===== src/rtl/ks10_ifq_pkg.sv =====
// ks10_ifq_pkg: shared types and constants for the KS10 instruction prefetch queue.
//   IFQ_DEPTH   default queue depth (entries and reads in flight)
//   IFQ_AWIDTH  virtual address width (PDP-10 bits 18:35)
//   IFQ_PW      FIFO pointer width derived from IFQ_DEPTH
//   ifq_state_e fetch state (IDLE / RUN / HALT)
//   ifq_entry_t queued word: 36b data, 18b fetch PC, 1b nxm flag
package ks10_ifq_pkg;
    localparam int IFQ_DEPTH  = 4;
    localparam int IFQ_AWIDTH = 18;
    localparam int IFQ_DWIDTH = 36;
    localparam int IFQ_PW     = $clog2(IFQ_DEPTH);
    typedef enum logic [1:0] {
        IFQ_IDLE = 2'd0,
        IFQ_RUN  = 2'd1,
        IFQ_HALT = 2'd2
    } ifq_state_e;
    typedef struct packed {
        logic [IFQ_DWIDTH-1:0] data;
        logic [IFQ_AWIDTH-1:0] pc;
        logic                  nxm;
    } ifq_entry_t;
    localparam int IFQ_ENTRY_W = $bits(ifq_entry_t);
endpackage


===== src/rtl/ks10_ifq_fifo.sv =====
// ks10_ifq_fifo: synchronous FIFO with synchronous clear and registered-storage head.
//   clk, rst   clock, asynchronous active-high reset
//   clr        empties the FIFO (wins over push/pop)
//   push, din  write an entry
//   pop        discard the head entry
//   dout       head entry (storage read, no extra latency)
//   count      occupancy, 0..DEPTH
module ks10_ifq_fifo
    import ks10_ifq_pkg::*;
#(
    parameter int W     = 8,
    parameter int DEPTH = IFQ_DEPTH
) (
    input  logic                   clk,
    input  logic                   rst,
    input  logic                   clr,
    input  logic                   push,
    input  logic [W-1:0]           din,
    input  logic                   pop,
    output logic [W-1:0]           dout,
    output logic [$clog2(DEPTH):0] count
);
    localparam int PW = $clog2(DEPTH);
    logic [W-1:0]  mem [DEPTH];
    logic [PW-1:0] wp_q, wp_d, rp_q, rp_d;
    logic [PW:0]   cnt_q, cnt_d;

    always_comb begin
        wp_d  = clr ? '0 : wp_q + PW'(push);
        rp_d  = clr ? '0 : rp_q + PW'(pop);
        cnt_d = clr ? '0 : cnt_q + (PW+1)'(push) - (PW+1)'(pop);
    end

    always_ff @(posedge clk or posedge rst) begin
        if (rst) begin
            wp_q  <= '0;
            rp_q  <= '0;
            cnt_q <= '0;
        end else begin
            wp_q  <= wp_d;
            rp_q  <= rp_d;
            cnt_q <= cnt_d;
        end
    end

    always_ff @(posedge clk) begin
        if (push && !clr) mem[wp_q] <= din;
    end

    assign dout  = mem[rp_q];
    assign count = cnt_q;
endmodule


===== src/rtl/ks10_ifetch_queue.sv =====
// ks10_ifetch_queue: instruction prefetch queue feeding the IR/AC latch.
//   clk, rst               clock, asynchronous active-high reset
//   flush, newpc           redirect: drop queue and in-flight reads, restart at newpc
//   bus_req, bus_addr      sequential read request, address = fetch PC
//   bus_ack                request accepted this cycle
//   bus_vld, bus_data,     in-order read return; bus_nxm marks a non-existent
//   bus_nxm                  memory error for that return
//   ir_valid, ir_ready     head handshake; ir_valid & ir_ready pops
//   ir_data, ir_pc, ir_nxm head word, its fetch address and error flag
module ks10_ifetch_queue
    import ks10_ifq_pkg::*;
#(
    parameter int DEPTH = IFQ_DEPTH
) (
    input  logic                  clk,
    input  logic                  rst,
    input  logic                  flush,
    input  logic [IFQ_AWIDTH-1:0] newpc,
    output logic                  bus_req,
    output logic [IFQ_AWIDTH-1:0] bus_addr,
    input  logic                  bus_ack,
    input  logic                  bus_vld,
    input  logic [IFQ_DWIDTH-1:0] bus_data,
    input  logic                  bus_nxm,
    output logic                  ir_valid,
    input  logic                  ir_ready,
    output logic [IFQ_DWIDTH-1:0] ir_data,
    output logic [IFQ_AWIDTH-1:0] ir_pc,
    output logic                  ir_nxm
);
    localparam int CW = $clog2(DEPTH) + 1;

    ifq_state_e            state_q, state_d;
    logic [IFQ_AWIDTH-1:0] pc_q, pc_d, tag_head;
    logic [CW-1:0]         drop_q, drop_d, count, inflight;
    logic                  hold_q, hold_d;
    logic                  ack, stale, ret, pop;
    ifq_entry_t            wr_e, head;

    // Every accepted, not-yet-returned, non-stale read owns one tag, so the tag
    // FIFO occupancy is the in-flight count.
    ks10_ifq_fifo #(.W(IFQ_ENTRY_W), .DEPTH(DEPTH)) u_data (
        .clk(clk), .rst(rst), .clr(flush), .push(ret), .din(wr_e),
        .pop(pop), .dout(head), .count(count)
    );

    ks10_ifq_fifo #(.W(IFQ_AWIDTH), .DEPTH(DEPTH)) u_tag (
        .clk(clk), .rst(rst), .clr(flush), .push(ack & ~flush), .din(pc_q),
        .pop(ret), .dout(tag_head), .count(inflight)
    );

    always_ff @(posedge clk or posedge rst) begin
        if (rst) state_q <= IFQ_IDLE;
        else     state_q <= state_d;
    end

    always_comb begin
        state_d = flush                                        ? IFQ_RUN  :
                  (state_q == IFQ_RUN && ret && bus_nxm)       ? IFQ_HALT : state_q;
    end

    // Issue guard reserves a queue slot for every read in flight, so a return
    // can never find the data FIFO full.
    always_comb begin
        bus_req  = (state_q == IFQ_RUN) && !hold_q && ((count + inflight) < CW'(DEPTH));
        bus_addr = pc_q;
        ir_valid = count != '0;
        ir_data  = ir_valid ? head.data : '0;
        ir_pc    = ir_valid ? head.pc   : '0;
        ir_nxm   = ir_valid & head.nxm;
    end

    // A flush turns every outstanding read into a stale one: the ones already
    // stale, the tagged ones, plus a same-cycle ack, minus a same-cycle return.
    always_comb begin
        ack    = bus_req & bus_ack;
        stale  = bus_vld & (drop_q != '0);
        ret    = bus_vld & ~stale & ~flush;
        pop    = ir_valid & ir_ready & ~flush;
        wr_e   = '{data: bus_nxm ? '0 : bus_data, pc: tag_head, nxm: bus_nxm};
        pc_d   = flush ? newpc : ack ? pc_q + 1'b1 : pc_q;
        drop_d = flush ? drop_q + inflight + CW'(ack) - CW'(bus_vld) : drop_q - CW'(stale);
        hold_d = flush;
    end

    always_ff @(posedge clk or posedge rst) begin
        if (rst) begin
            pc_q   <= '0;
            drop_q <= '0;
            hold_q <= 1'b0;
        end else begin
            pc_q   <= pc_d;
            drop_q <= drop_d;
            hold_q <= hold_d;
        end
    end
endmodule

===== config.mk =====
export PLATFORM = sky130hd
export DESIGN_NAME = ks10_ifetch_queue
export DESIGN_NICKNAME = d
export VERILOG_FILES = /design/src/rtl/ks10_ifq_pkg.sv /design/src/rtl/ks10_ifq_fifo.sv /design/src/rtl/ks10_ifetch_queue.sv
export SDC_FILE = /design/constraint.sdc
export NUM_CORES = 1
export LEC_CHECK = 0
export CAP_MARGIN = 20
export CORE_ASPECT_RATIO = 1.2
export CORE_MARGIN = 2
export CORE_UTILIZATION = 53
export CTS_BUF_LIST = sky130_fd_sc_hd__clkbuf_4
export DETAILED_ROUTE_END_ITERATION = 8
export GPL_ROUTABILITY_DRIVEN = 0
export HOLD_SLACK_MARGIN = 0.05
export PLACE_DENSITY = 0.86
export SYNTH_ARGS = -nofsm -noshare
export SYNTH_HDL_FRONTEND = slang
export SYNTH_SLANG_ARGS = --single-unit
export TNS_END_PERCENT = 5

===== constraint.sdc =====
create_clock -name clk -period 6.09 [get_ports clk]
set_clock_uncertainty 0.2 [all_clocks]
set_input_delay 1.218 -clock clk [delete_from_list [all_inputs] [get_ports clk]]
set_output_delay 1.218 -clock clk [all_outputs]
set_load 0.05 [all_outputs]

==> metrics.md, run 1 <==
| Metric | Value |
|---|---|
| Worst-skew pair later-pin latency | `0.64 ns` |
| Syn Inst Count | `719` |
| TritonRoute pass-1 iters | `5` |
| Remaining DRCs | `0` |
| Initial antenna violation count | `0` |
| Rows | `63` |
| Largest cells by area after synthesis | `edfxtp_1 65%, mux4_2 12%, dfrtp_1 7.1%, nor2b_1 4.6%, ha_1 1.3%` |
| Number of max-cap violations | `0` |
| Gr busiest metal | `met2` |
| Met2 Resource Use GR | `34.5%` |
| GRT Total Usage | `19.5%` |
| Commonest cells post-synth | `292 x edfxtp_1, 98 x nor2b_1, 73 x mux4_2, 38 x dfrtp_1, 28 x nor2_1` |
| Worst Setup Start Kind | `flip-flop` |
| CP Max Fanout | `42` |
| Hold Crit Endpoint | `drop_q[2]` |
| ANT nets after route | `0` |
| Hold path cells | `1` |
| Tcrit/Tclk final | `80.4%` |
| Max-slew headroom | `28.1%` |
| Synth async-reset ratio | `11.5%` |
| Setup Fix Bufs, Post-CTS | `0` |
| Syn nets | `798` |
| # diodes | `0` |
| Syn Area/Cell | `18.6 um2` |
| Total negative slack | `0 ns` |
| Synth Register Bits | `330` |
| CTS buffer count | `77` |
| Worst vdd ir | `236 uV` |
| Number of port buffers | `135` |
| Number of nets in the layout | `988` |
| Met3 GRT Util | `4.14%` |
| Min-delay src | `drop_q[2]` |
| First-pass GRT wire length | `39500 um` |
| RSZ-0062 raised after global routing | `false` |
| Clock Root Buffer | `clkbuf_4` |
| CP Class | `flip-flop to output pin` |
| Pin count of the biggest net entering global routing | `56` |
| Global Route met1 Usage | `24.3%` |
| Final setup fails | `0` |
| H-tree Lvls | `3` |
| Synth top area share | `65.4%` |
| Layout cell share with drive strength beyond 1 | `22.9%` |
| R2R depth | `14` |
| Vias in the first global route | `7598` |
| FMAX | `0.204 GHz` |
| R2R setup slack | `2.34 ns` |
| Horiz. Die Dim | `149 um` |
| Post-cts sizing count | `0` |
| Starting Density | `54.1%` |
| Ys flop type | `edfxtp_1` |
| Status | `complete, no violations` |
| LEAKAGE | `5.33 nW` |
| DR vias | `7218` |
| WP data arrival | `3.48 ns` |
| Clk slew on worst S/H paths | `0.07 ns` |
| Vias per cell | `5.59` |
| Final Max Tran Viols | `0` |
| Die ar. | `26600 um2` |
| RR Startpoint | `u_data.count[1]` |
| Cell taking the most area after synthesis | `edfxtp_1` |
| Count leader, synth | `edfxtp_1` |
| I/O pin count | `136` |
| Final wirelength | `25200 um` |
| Die height | `178 um` |
| FF-to-FF End | `drop_q[2]` |
| Post-synth cell types | `40` |
| Hold_buf cts | `0` |
| Fin. Hold Viols | `0` |
| Area after DPL | `15100 um2` |
| Avg WL per Cell | `19.5 um` |
| Post-Syn Area | `13400 um2` |
| Clk sinks | `330` |
| Design Area, Final | `16100 um2` |
| Syn. warnings | `0` |
| Hold Crit Class | `flip-flop to flip-flop` |
| CTS tree | `yes` |
| CORE AREA | `24800 um2` |
| Critical Path RT | `4.67 ns` |
| Slew @ Worst Pin | `1.08 ns` |
| Initial drt markers | `475` |
| Detailed placement HPWL | `15700 um` |
| Sequential area share after synthesis | `72.5%` |
| Grt ovf | `0` |
| Number of synthesized flops with an enable pin | `292` |
| Period minus WS final | `4.90 ns` |
| Layout area overhead | `20.2%` |
| P per Cell Area | `378 nW/um2` |
| CP endpoint kind | `output pin` |
| CTS Buffer Depth | `3` |
-- registers in the layout (all words and copies together), names as in the netlist --
register / cells
u_tag.rp_q: 2
drop_q: 3
u_data.wp_q: 2
u_data.count: 3
u_data.mem: 220
u_data.rp_q: 2
bus_addr: 18
hold_q: 1
u_tag.count: 3
u_tag.mem: 72
u_tag.wp_q: 2
state_q: 2
-- power by group --
| group | internal [mW] | leakage (nW) | switching (mW) |
|---|---|---|---|
| Combinational | 0.639 | 1.65 | 1.08 |
| Sequential | 2.59 | 3.11 | 0.125 |
| Clock | 0.849 | 0.571 | 0.799 |
-- cell type report --
cell class / instances / area [um2]
clock buffers: 105 / 788
clock inverters: 31 / 151
fillers: 1695 / 8650
inverters: 18 / 67.6
multi-input cells: 334 / 3510
flip-flops and latches: 330 / 9720
well taps: 325 / 407
repair buffers: 148 / 1450
-- worst max path at each step --
stage | startpoint | to | cells past startpoint
finish | u_data.rp_q[0] | ir_data[20] | 4
CTS | u_data.rp_q[0] | ir_data[20] | 4
global route | u_data.rp_q[0] | ir_data[20] | 4
global placement | flush | u_data.mem[1][43] | 6
floorplan | flush | u_data.mem[2][0] | 6
detailed placement | flush | u_data.mem[1][43] | 6
-- placed cells by master, fill, tap and decap left out, types with 17 or more instances in the layout --
cell             instances
dfrtp_1                 36
clkbuf_4               105
edfxtp_1               292
clkinv_1                19
nor2_1                  27
mux4_2                  73
clkdlybuf4s50_1        134
nor2b_1                 98
a31oi_1                 17
-- per-stage QoR --
| step | instances | total power, mW | utilization, % | hold slack (ns) | worst slack [ns] |
|---|---|---|---|---|---|
| floorplan | 719 | 3.95 | - | 0.247 | 1.10 |
| global placement | 1154 | 4.45 | 61.2 | 0.271 | 1.81 |
| detailed placement | 1154 | 4.50 | 61.2 | 0.271 | 1.74 |
| CTS | 1290 | 6.15 | 65.0 | 0.288 | 1.05 |
| global route | 1291 | 6.36 | 65.0 | 0.308 | 0.912 |
| finish | 1291 | 6.09 | 65.0 | 0.288 | 1.19 |
-- routing by layer --
metal / share of wire [%] / up-vias
met5: 0 / -
li1: - / 3269
met4: 1.7 / 0
met3: 6.0 / 39
met2: 53 / 283
met1: 39 / 3627
-- kinds of logic (layout without fill, tap and decap cells) --
| family | after synthesis | count (layout) | share of synthesized area [%] |
|---|---|---|---|
| DFF | 330 | 330 | 72.5 |
| buffers and inverters | 55 | 302 | 1.70 |
| xor gates and xnor gates | 14 | 14 | 1.03 |
| adders and majority gates | 18 | 18 | 1.91 |
| AOI/OAI and AO/OA | 41 | 41 | 2.12 |
| and+or+nand+nor | 186 | 186 | 8.28 |
| muxes | 75 | 75 | 12.4 |
-- worst max-delay path: stages, from the launching register on --
cell and delay, ns:
dfrtp_4 0.98, buf_4 0.42, mux4_2 0.55, nor2b_1 0.14, clkdlybuf4s50_1 0.72
Power figures use the tool's default switching activity.
==> run 2: changes to the inputs <==
- clock period: 6.09 -> 4.4 ns (I/O delays scaled with it)
==> metrics.md, run 2 (synthesis results as in run 1) <==
| Metric | Value |
|---|---|
| Status | `complete, no violations` |
| DR vias | `7231 (+0.18%)` |
| Starting Density | `54.1% (unchanged)` |
| Clk slew on worst S/H paths | `0.07 ns (about the same)` |
| Initial antenna violation count | `1 (+1)` |
| Number of nets in the layout | `998 (+1.0%)` |
| Most common cell after layout, fill and taps aside | `edfxtp_1` |
| Detailed placement HPWL | `15800 um (+0.37%)` |
| Slowest-stage cell, CP | `dfrtp_4` |
| Post-cts sizing count | `0 (unchanged)` |
| Worst Setup Start Kind | `flip-flop` |
| RSZ-0062 raised after global routing | `false` |
| Die ar. | `26600 um2 (unchanged)` |
| Final wirelength | `24900 um (-1.1%)` |
| Max reg flops | `220 (unchanged)` |
| Period minus WS final | `4.13 ns` |
| Layout cell share with drive strength beyond 1 | `23.9% (+1.0 points)` |
| Most frequent cells in the layout | `292 x edfxtp_1, 134 x clkdlybuf4s50_1, 113 x clkbuf_4, 98 x nor2b_1, 73 x mux4_2` |
| DR WL met2 | `13200 um (-0.77%)` |
| CP endpoint kind | `output pin` |
| CTS Buffer Depth | `3 (unchanged)` |
| CP Class | `flip-flop to output pin` |
| I/O pin count | `136 (unchanged)` |
| Vias per cell | `5.55 (-0.82%)` |
| CTS tree | `yes` |
| Worst vdd ir | `385 uV (+63%)` |
| Vias in the first global route | `7597 (-0.013%)` |
| Met3 WL | `1490 um (-1.0%)` |
| Hold Crit Class | `flip-flop to flip-flop` |
| ANT nets after route | `0 (unchanged)` |
| Max-slew headroom | `33.4% (+5.4 points)` |
| Slew @ Worst Pin | `0.998 ns (-0.0793 ns)` |
| Grt ovf | `0 (unchanged)` |
| GRT Total Usage | `19.4% (-0.15 points)` |
| Tcrit/Tclk final | `93.9%` |
| Worst-skew pair later-pin latency | `0.67 ns (+0.03 ns)` |
| Area after DPL | `15300 um2 (+0.83%)` |
| TritonRoute pass-1 iters | `4 (-1)` |
| Cell breakdown of the critical path | `buf_4 > mux4_2 > nor2b_1 > clkdlybuf4s50_1` |
| Dpl ws | `0.842 ns (-0.898 ns)` |
| CP Max Fanout | `22 (-48%)` |
| Final setup fails | `0 (unchanged)` |
| Design Area, Final | `16300 um2 (+1.2%)` |
| H-tree Lvls | `3 (unchanged)` |
| Fill cells | `1687 (-0.47%)` |
| Horiz. Die Dim | `149 um (unchanged)` |
| First-pass GRT wire length | `39200 um (-0.77%)` |
| Remaining DRCs | `0 (unchanged)` |
| Initial drt markers | `471 (-0.84%)` |
| Clk sinks | `330 (unchanged)` |
| Number of max-cap violations | `0 (unchanged)` |
| Number of port buffers | `135 (unchanged)` |
| Avg WL per Cell | `19.1 um (-2.1%)` |
| Max incr delay on CP | `0.73 ns (-0.25 ns)` |
| LEAKAGE | `5.43 nW (+2.0%)` |
| Rows | `63 (unchanged)` |
| WP data arrival | `3.05 ns (-0.43 ns)` |
| Hold_buf cts | `0 (unchanged)` |
| Worst setup margin | `0.267 ns (-0.925 ns)` |
| CTS buffer count | `76 (-1.3%)` |
| Final Max Tran Viols | `0 (unchanged)` |
| FMAX | `0.242 GHz` |
| Met1 wire length | `9750 um (-1.8%)` |
| Fin. Hold Viols | `0 (unchanged)` |
| Largest Register | `u_data.mem` |
| Critical Path RT | `3.32 ns (-1.35 ns)` |
| P per Cell Area | `527 nW/um2 (+39%)` |
| Top Layer Used | `met4` |
| Layout area overhead | `21.6%` |
| Clock Root Buffer | `clkbuf_4` |
| Total negative slack | `0 ns (unchanged)` |
| Pin count of the biggest net entering global routing | `56 (unchanged)` |
| CORE AREA | `24800 um2 (unchanged)` |
| Setup Fix Bufs, Post-CTS | `0 (unchanged)` |
| Die height | `178 um (unchanged)` |
-- run 2: changes by cell type in the layout (fill, tap and decap cells not counted), moves of 2 or more --
cell | previous run | this run
nor3b_2 | 1 | 3
clkinv_2 | 7 | 1
nor3b_4 | 3 | 1
clkbuf_4 | 105 | 113
buf_12 | 0 | 5
buf_4 | 12 | 18
-- run 2: layout make-up --
class	count	area, um2	share of cell area [%]
multi-input combinational	334	3490	21.4
sequential	330	9720	59.7
antenna	1	2.50	0.0154
inverter	18	67.6	0.415
clock buffer	113	848	5.21
timing repair buffer	159	1610	9.87
clock inverter	24	144	0.883
tap	325	407	2.50
-- run 2: critical path, delay by kind of cell, from the launching register on --
| kind | cells | cell delay [ns] |
|---|---|---|
| buf+inv | 2 | 1.01 |
| flops | 1 | 0.73 |
| mux | 1 | 0.51 |
| simple gates | 1 | 0.14 |
-- run 2: final timing paths --
path | start | endpoint | slack (ns) | depth (start not counted)
worst max register to register | u_data.count[1] | drop_q[2] | 0.97 | 13
worst max-delay path | u_data.rp_q[0] | ir_pc[4] | 0.27 | 4
max in group asynchronous | rst | bus_addr[2] | 2.76 | 3
worst min register to register | drop_q[2] | drop_q[2] | 0.28 | 1
min in group asynchronous | rst | bus_addr[9] | 0.46 | 2
worst min-delay path | drop_q[2] | drop_q[2] | 0.28 | 1
-- run 2: layer usage --
layer,track usage [%],vias up
li1,-,3287
met1,23.7,3631
met2,34.3,267
met3,4.27,46
met4,6.79,0
met5,0,-
-- run 2: report_power, final --
group	internal (mW)	switching, mW
Clock	1.30	1.10
Combinational	0.926	1.53
Sequential	3.58	0.147
Total	5.81	2.78
-- run 2: stage by stage --
step / std cells / hold WS [ns] / util [%] / total power, mW
floorplan: 719 / 0.247 / - / 5.47
global placement: 1165 / 0.270 / 61.7 / 6.23
detailed placement: 1165 / 0.267 / 61.7 / 6.28
CTS: 1302 / 0.282 / 65.7 / 8.70
global route: 1304 / 0.307 / 65.8 / 9.00
finish: 1304 / 0.283 / 65.8 / 8.59
==> variant 1 (flow settings as in run 1) <==
Reset style: synchronous (`rst`), changed in 3 clocked blocks. Comments in the files are not updated.
--- a/src/rtl/ks10_ifq_fifo.sv
+++ b/src/rtl/ks10_ifq_fifo.sv
@@ -31,7 +31,7 @@
         cnt_d = clr ? '0 : cnt_q + (PW+1)'(push) - (PW+1)'(pop);
     end
 
-    always_ff @(posedge clk or posedge rst) begin
+    always_ff @(posedge clk) begin
         if (rst) begin
             wp_q  <= '0;
             rp_q  <= '0;
--- a/src/rtl/ks10_ifetch_queue.sv
+++ b/src/rtl/ks10_ifetch_queue.sv
@@ -49,7 +49,7 @@
         .pop(ret), .dout(tag_head), .count(inflight)
     );
 
-    always_ff @(posedge clk or posedge rst) begin
+    always_ff @(posedge clk) begin
         if (rst) state_q <= IFQ_IDLE;
         else     state_q <= state_d;
     end
@@ -83,7 +83,7 @@
         hold_d = flush;
     end
 
-    always_ff @(posedge clk or posedge rst) begin
+    always_ff @(posedge clk) begin
         if (rst) begin
             pc_q   <= '0;
             drop_q <= '0;
Function: differs if rst is asserted again (counterexample within 4 cycles, from zero or initial values and one cycle with rst high); with rst held inactive, the same outputs for 4 cycles.
==> variant 1 against run 1 <==
- core utilization rose by 0.26 points
- sequential cell count did not move
- cell area rose by 0.40%
- synthesized area fell by 0.19%
- setup slack got worse by 0.0099 ns
- wire length rose by 11%
Power is not compared: it rests on default switching activity, and its combinational part moved more than twofold at a synthesized area within 25%.
==> variant 1: results (changes against run 1) <==
- Post-synthesis sequential area ratio: 71.3% (-1.3 points)
- R2R Path Start: u_tag.count[1]
- Post-synthesis adder-cell area fraction: 1.91% (+0.0036 points)
- Net Count, Synth: 829 (+3.9%)
- Hold Path Sink: drop_q[2]
- Clk_lat worst skew: 0.70 ns (+0.06 ns)
- Reg2reg setup slack: 2.23 ns (-0.11 ns)
- Final #Nets: 1017 (+2.9%)
- Most frequent cells after synthesis: edfxtp_1, nor2b_1, mux4_2
- Dpl ws: 1.65 ns (-0.0854 ns)
- Syn Area/Cell: 17.8 µm² (-4.3%)
- Comb_multi_in: 360 (+7.8%)
- First-pass GRT wire length: 43.7 mm (+11%)
- Relative slew slack: 29.4% (+1.3 points)
- Fraction of layout cells with a size suffix above 1: 22.4% (-0.52 points)
- Wire length on met2: 14.4 mm (+8.3%)
- XOR/XNOR share of the synthesized area: 0.964% (-0.064 points)
- HP Start: drop_q[2]
- Non-clock buffers: 150 (+1.4%)
- Status: completed
- NonClk Buf Share: 9.03% (+0.011 points)
- Met2 global-route usage: 37.2% (+2.7 points)
- Post-DP HPWL: 16.9 mm (+7.4%)
- Initial antenna violation count: 2 (+2)
- GR Layer Usage met1: 27.2% (+2.9 points)
- Synth area leaders: edfxtp_1, mux4_2, dfxtp_1, nor2b_1, ha_1
- Grt met3 use: 5.01% (+0.87 points)
- Worst r2r path cells: 12 (-2)
- Mux cell area share after synthesis: 12.4% (-0.052 points)
- 1st-iter DRT viols: 518 (+9.1%)
- Area delta synth->final: 20.9%
- Max FO, Critical Path: 45 (+7.1%)
- Wirelength per Cell: 21.2 µm (+8.8%)
- Hold Path Stages: 2 (+1)
- Cell Count, Final, Fillers Out: 1319 (+2.2%)
- Ys async rst share: 0% (-12 points)
- Fillers: 1678 (-1.0%)
[variant 1: how the worst max path moves through the flow]
stage	startpoint	to	slack (ns)	depth (start not counted)
global route	u_data.rp_q[0]	ir_data[21]	0.94	4
floorplan	flush	u_data.mem[1][0]	1.12	6
finish	u_data.rp_q[0]	ir_data[8]	1.18	4
CTS	u_data.rp_q[0]	ir_data[8]	1.09	4
global placement	flush	u_data.mem[1][53]	1.77	8
detailed placement	flush	u_data.mem[2][52]	1.65	8
[variant 1: power groups by stage]
| stage | Clock, µW | Sequential [µW] | Combinational (µW) |
|---|---|---|---|
| after CTS | 1880 | 2600 | 550 |
| after global routing | 1980 | 2610 | 586 |
| after detailed placement | 0 | 2640 | 544 |
| after global placement | 0 | 2640 | 534 |
| final | 1840 | 2600 | 545 |
| after floorplan | 0 | 2650 | 336 |
[variant 1: worst max-delay path, cell delays in order, from the launching register on]
cell and delay, ns:
dfxtp_4 0.93, buf_4 0.40, mux4_2 0.55, nor2b_1 0.14, clkdlybuf4s50_1 0.71
==> variant 2 (flow settings as in run 1) <==
Made on the original files. `IFQ_DEPTH`: 4 -> 8.
--- a/src/rtl/ks10_ifq_pkg.sv
+++ b/src/rtl/ks10_ifq_pkg.sv
@@ -5,7 +5,7 @@
 //   ifq_state_e fetch state (IDLE / RUN / HALT)
 //   ifq_entry_t queued word: 36b data, 18b fetch PC, 1b nxm flag
 package ks10_ifq_pkg;
-    localparam int IFQ_DEPTH  = 4;
+    localparam int IFQ_DEPTH  = 8;
     localparam int IFQ_AWIDTH = 18;
     localparam int IFQ_DWIDTH = 36;
     localparam int IFQ_PW     = $clog2(IFQ_DEPTH);
Behaviour: same outputs for any inputs over 4 cycles, from zero or initial values and one cycle with rst high; that may be too few to reach the edited logic, so the function may still have changed.
==> variant 2 against run 1 <==
- setup slack lost 0.27 ns
- sequential cell count grew 299
- synthesized cell count grew 72%
- synthesized area grew 87%
- cell area grew 81%
- wire length grew 93%
- power grew 72%
- critical path type unchanged
- largest power group unchanged
==> variant 2: results (changes against run 1) <==
- Net Count, Synth: 1328 (+66%)
- Fillers: 3128 (+85%)
- Fraction of layout cells with a size suffix above 1: 28.5% (+5.6 points)
- Num CTS Buffers: 146 (+90%)
- Pin count of the biggest net entering global routing: 58 (+3.6%)
- Post-synth EDFFs: 584 (+100%)
- Relative slew slack: 26.9% (-1.1 points)
- Ys async rst share: 7.15% (-4.4 points)
- 1st-iter DRT viols: 1016 (+110%)
- Vias in the first global route: 13500 (+77%)
- Most frequent cells after synthesis: edfxtp_1, mux4_2, nor2_1
- Synth top area share: 69.9% (+4.5 points)
- Hold_ws: 0.298 ns (+0.00962 ns)
- Clk_lat worst skew: 0.84 ns (+0.20 ns)
- Final #Nets: 1574 (+59%)
- Crit path DAT: 3.75 ns (+0.27 ns)
- Largest register FFs: 440 (+100%)
- Grt met3 use: 4.41% (+0.27 points)
- Wirelength per Cell: 22.0 µm (+13%)
- H-tree levels: 4 (+1)
- Synth area leaders: edfxtp_1, mux4_2, dfrtp_1, mux2i_1, ha_1
- Worst r2r path cells: 12 (-2)
- Hold Path Sink: drop_q[3]
- Reg2reg setup slack: 2.37 ns (+0.03 ns)
- P_leak: 0.00942 µW (+77%)
- HP Class: reg -> reg
- HP Start: drop_q[3]
- Status: completed
- Vias per cell: 5.71 (+2.1%)
- Reg2reg end: drop_q[3]
- GRT Overall Usage: 20.3% (+0.79 points)
- Max FO, Critical Path: 56 (+33%)
- Setup violation total in the final timing report: 0 (unchanged)
variant 2: metal layers:
metal  routed length, µm  vias to the layer above
met1               19000                     6502
met3                3150                       80
met5                   0                        -
met2               25600                      505
li1                    -                     5551
met4                 973                        0
variant 2: final cells by class:
class | count | area, µm² | share of cell area, %
flip-flops and latches | 629 | 18700 | 64.0
multi-input cells | 524 | 6170 | 21.2
repair buffers | 159 | 1640 | 5.63
clock buffers | 211 | 1580 | 5.43
well taps | 623 | 779 | 2.67
clock inverters | 44 | 228 | 0.781
inverters | 22 | 82.6 | 0.283
diodes | 1 | 2.50 | 0.00858
variant 2: metrics by stage:
step	worst slack, ns	cell area, µm²	instances	power [µW]
after floorplan	-0.248	25100	1236	6630
after global placement	1.69	27300	1954	7310
after detailed placement	1.72	27300	1954	7360
after CTS	0.779	29100	2209	10600
after global routing	0.671	29200	2213	10900
final	0.926	29200	2213	10500
variant 2: worst max-delay path, stage by stage, from the launching register on:
cell and delay, ns:
dfrtp_4 0.68, buf_12 0.43, mux4_2 0.56, mux2i_1 0.38, nor2_1 0.08, clkdlybuf4s50_1 0.71
variant 2: how the worst max path moves through the flow:
stage / startpoint / endpoint / slack [ns] / cells after the start
after detailed placement: u_data.rp_q[0] / ir_pc[4] / 1.72 / 5
after CTS: u_data.rp_q[0] / ir_pc[4] / 0.78 / 5
after floorplan: flush / u_data.mem[1][0] / -0.25 / 5
after global routing: u_data.rp_q[0] / ir_pc[5] / 0.67 / 5
final: u_data.rp_q[0] / ir_pc[5] / 0.93 / 5
after global placement: u_data.rp_q[0] / ir_pc[4] / 1.69 / 5
variant 2: where the power goes:
part	switching, µW	internal, µW	total [µW]
Sequential	114	4840	4950
Clock	1560	1640	3200
Combinational	1430	868	2300
variant 2: logic make-up after synthesis:
logic type                 synth area share (%)
DFF                                        74.4
muxes                                      16.3
and+or+nand+nor                            4.14
buffers and inverters                      1.46
AOI/OAI and AO/OA                          1.19
adders and majority gates                  1.67
xor gates and xnor gates                  0.833
